File: src/rtl/or_check_pkg.sv
// Shared types and constants for the OR-gate response checker.
package or_check_pkg;
  typedef enum logic [1:0] {IDLE, RUN, DRAIN, DONE} state_t;

  localparam logic [15:0] MISR_POLY = 16'h1021;
  localparam logic [15:0] MISR_SEED = 16'hFFFF;
  localparam int          DEF_WIDTH = 10;
  localparam int          DEF_ERR_W = 16;
endpackage

File: src/rtl/or_check_misr.sv
// 16-bit serial MISR compressing the DUT response stream into a signature.
module or_check_misr
  import or_check_pkg::*;
(
  input  logic        clk,
  input  logic        rst_n,
  input  logic        seed,
  input  logic        shift,
  input  logic        din,
  output logic [15:0] sig
);

  always_ff @(posedge clk or negedge rst_n) begin
    if (!rst_n) begin
      sig <= MISR_SEED;
    end else if (seed) begin
      sig <= MISR_SEED;
    end else if (shift) begin
      sig <= {sig[14:0], 1'b0} ^ ((sig[15] ^ din) ? MISR_POLY : 16'h0000);
    end
  end

endmodule

File: config.mk
export PLATFORM = sky130hd
export DESIGN_NAME = or_check_misr
export DESIGN_NICKNAME = d
export VERILOG_FILES = /design/src/rtl/or_check_pkg.sv /design/src/rtl/or_check_misr.sv
export SDC_FILE = /design/constraint.sdc
export NUM_CORES = 1
export LEC_CHECK = 0
export ABC_AREA = 1
export BUFFER_PORTS_ARGS = -buffer_cell sky130_fd_sc_hd__clkbuf_2
export CORE_ASPECT_RATIO = 1.4
export CORE_MARGIN = 2
export CORE_UTILIZATION = 35
export CTS_CLUSTER_SIZE = 28
export DETAILED_ROUTE_END_ITERATION = 7
export MAX_ROUTING_LAYER = met4
export PLACE_DENSITY = 0.59
export SLEW_MARGIN = 20
export SYNTH_ARGS = -nofsm -noshare
export SYNTH_HDL_FRONTEND = slang
export SYNTH_SLANG_ARGS = --single-unit
File: constraint.sdc
create_clock -name clk -period 2.4 [get_ports clk]
set_clock_uncertainty 0.1 [all_clocks]
set_input_delay 0.24 -clock clk [delete_from_list [all_inputs] [get_ports clk]]
set_output_delay 0.24 -clock clk [all_outputs]
set_load 0.01 [all_outputs]
==> flow_summary_export.csv <==
group,metric,value,unit
clocking,root_buffer,"clkbuf_4",
synthesis,synth_seq_cells,16,
grt,grt_max_degree,17,
cells_and_area,final_cell_mix,"20 x clkbuf_2, 16 x inv_1, 16 x dfstp_2",
worst_setup_path,required,2.06,ns
route,dr.first_iter.drc_count,6,
floorplan,io_pins,21,
worst_setup_path,path_cells,"clkbuf_2",
placement,placed_cell_area,848.3,µm²
sta,fin_crit_sh,0.5505,
placement,place.detailed.hpwl,1.034,mm
clocking,cts_tree,"built",
cells_and_area,layout.nets,95,
sta,rsz0062_at_grt,"false",
worst_setup_path,critPathBufInv,1,
route,ant_nets,0,
worst_setup_path,arrival,0.98,ns
grt,grt_pass1_vias,492,
clocking,insertion_delay,0.28,ns
cells_and_area,diodes,0,
route,dr.pass1.iters,4,
cells_and_area,largest_register_ffs,16,
cells_and_area,layout_commonest_cell,"clkbuf_2",
floorplan,core,1997,µm²
sta,max_slew_margin,0.4950,
grt,grt_overflow,0,
route,viasPerCell,5.119,
worst_setup_path,crit_path_end_kind,"output port",
clocking,cts_buffer_depth,2,
grt,grt_pass1_wl,2.152,mm
synthesis,synth.net_count,72,
cells_and_area,layout-drive-gt1-share,0.5909,
worst_setup_path,cpPeakStageDelay,0.57,ns
floorplan,fp.dieH,58.57,µm
clocking,holdBufCountCts,0,
synthesis,synth.largest_area_cell,"dfstp_2",
worst_setup_path,worstPathMaxFanout,4,
clocking,cts_made_buffers,3,
floorplan,rows,19,
synthesis,syn_avg_cell_area,11.11,µm²
synthesis,syn_area,744.5,µm²
sta,max_freq,756.9,MHz
hold_path,hp-class,"in -> async",
floorplan,die_x,42.98,µm
synthesis,synth_area_leaders,"dfstp_2 56%, a22oi_2 15%, inv_1 8.1%, nand3_1 4.0%, nand2_1 3.5%",
grt,antenna_found_initial,0,
cells_and_area,reg_top3,"sig (16)",
sta,maxSlewViolCount,0,
floorplan,start_util,0.3728,
status,status,"complete, no violations",
pwr,power.leakage,0.4564,nW
placement,io_buffers,20,
cells_and_area,stdcell_area,870.8,µm²
route,via_count,558,
clocking,htree_levels,1,
worst_setup_path,cp_slowest_cell,"dfstp_2",
clocking,cts_resized,0,
route,drc_errors,0,
clocking,cts_setup_buffers,0,
cells_and_area,areaGrowthSynthToFinish,16.97,%
floorplan,dieArea,2517,µm²
pwr,max-vdd-ir-drop,0.0003004,V
sta,period_needed,1.321,ns
sta,tightest_slew,0.7567,ns
sta,setup_tns,0,ns
route,routed_wl,1.378,mm
placement,gp_congestion,0.7500,
clocking,path_clk_slew,0.09,ns
worst_setup_path,crit_family,"flip-flops",
synthesis,ys.warnings.count,0,
synthesis,ys_types,11,
clocking,cts_sinks,16,
grt,grt_usage,0.1212,
synthesis,syn_inst,67,
route,wire_per_inst,12.64,µm
cells_and_area,max_flop_register,"sig",
synthesis,synth_top_area_share,0.5647,
worst_setup_path,crit_type,"reg -> out",
sta,hold_violations,0,
synthesis,ys_seq_area_frac,0.5647,
sta,setup_viol,0,
job,drv_cap,0,
worst_setup_path,cp-start-kind,"register",
pwr,powerDensity,547.6,nW/µm²
==> stage by stage <==
| stage | total power, mW | utilization | instances | hold slack (ns) | worst slack [ns] |
|---|---|---|---|---|---|
| detailed placement | 0.3414 | 0.4248 | 106 | 0.3920 | 0.9772 |
| finish | 0.4768 | 0.4361 | 109 | 0.05013 | 1.079 |
| CTS | 0.4871 | 0.4361 | 109 | 0.06884 | 1.065 |
| global placement | 0.3404 | 0.4248 | 106 | 0.3786 | 1.001 |
| global route | 0.4983 | 0.4361 | 109 | 0.1125 | 1.045 |
| floorplan | 0.3221 | - | 67 | -0.007836 | 1.339 |
==> layout make-up <==
| type | count | area, µm² |
|---|---|---|
| multi-input combinational | 33 | 241.5 |
| timing repair buffer | 20 | 100.1 |
| clock buffer | 3 | 22.52 |
| tap | 21 | 26.28 |
| fill | 217 | 1126 |
| sequential | 16 | 420.4 |
| inverter | 16 | 60.06 |
==> power by group <==
group / switching (mW) / internal [mW] / leakage (nW) / total, mW
sequential: 0.00421 / 0.282 / 0.168 / 0.287
clock: 0.0827 / 0.0582 / 0.0138 / 0.141
combinational: 0.0337 / 0.0156 / 0.274 / 0.0493
==> cells in the mapped netlist <==
library cell / instances
a21oi_1: 2
a21oi_2: 2
a22oi_1: 3
a22oi_2: 9
buf_6: 2
dfstp_2: 16
inv_1: 16
nand2_1: 7
nand3_1: 6
nor2_2: 2
nor3_1: 2
==> cells by family (layout without fill, tap and decap cells) <==
kind of cell,count (synthesis),after routing,share of synthesized area
buf+inv,18,39,0.1109
simple gates,17,17,0.1059
compound gates,16,16,0.2185
flops,16,16,0.5647
==> path summary, 6_finish.rpt <==
path / start / end / slack, ns / cells after the start
setup / recovery: sig[15] / sig[15] / 1.08 / 1
hold reg to reg: sig[10] / sig[11] / 0.40 / 2
max in group asynchronous: rst_n / sig[4] / 2.12 / 1
hold / removal: rst_n / sig[3] / 0.05 / 1
setup reg to reg: sig[15] / sig[0] / 1.27 / 4
min in group clk: shift / sig[12] / 0.10 / 3
==> layer usage <==
layer,vias up,track usage,routed length [µm]
met5,-,-,0
met3,2,0.01840,52
met4,0,0.07792,17
met2,11,0.1732,705
li1,265,-,-
met1,280,0.1598,603
==> worst register-to-register path: cells and delay by family, from the launching register on <==
kind,cells,cell delay [ns]
flops,1,0.57
simple gates,2,0.18
compound gates,1,0.14
buf+inv,1,0.07
No activity file was read; power rests on OpenSTA's default activity.
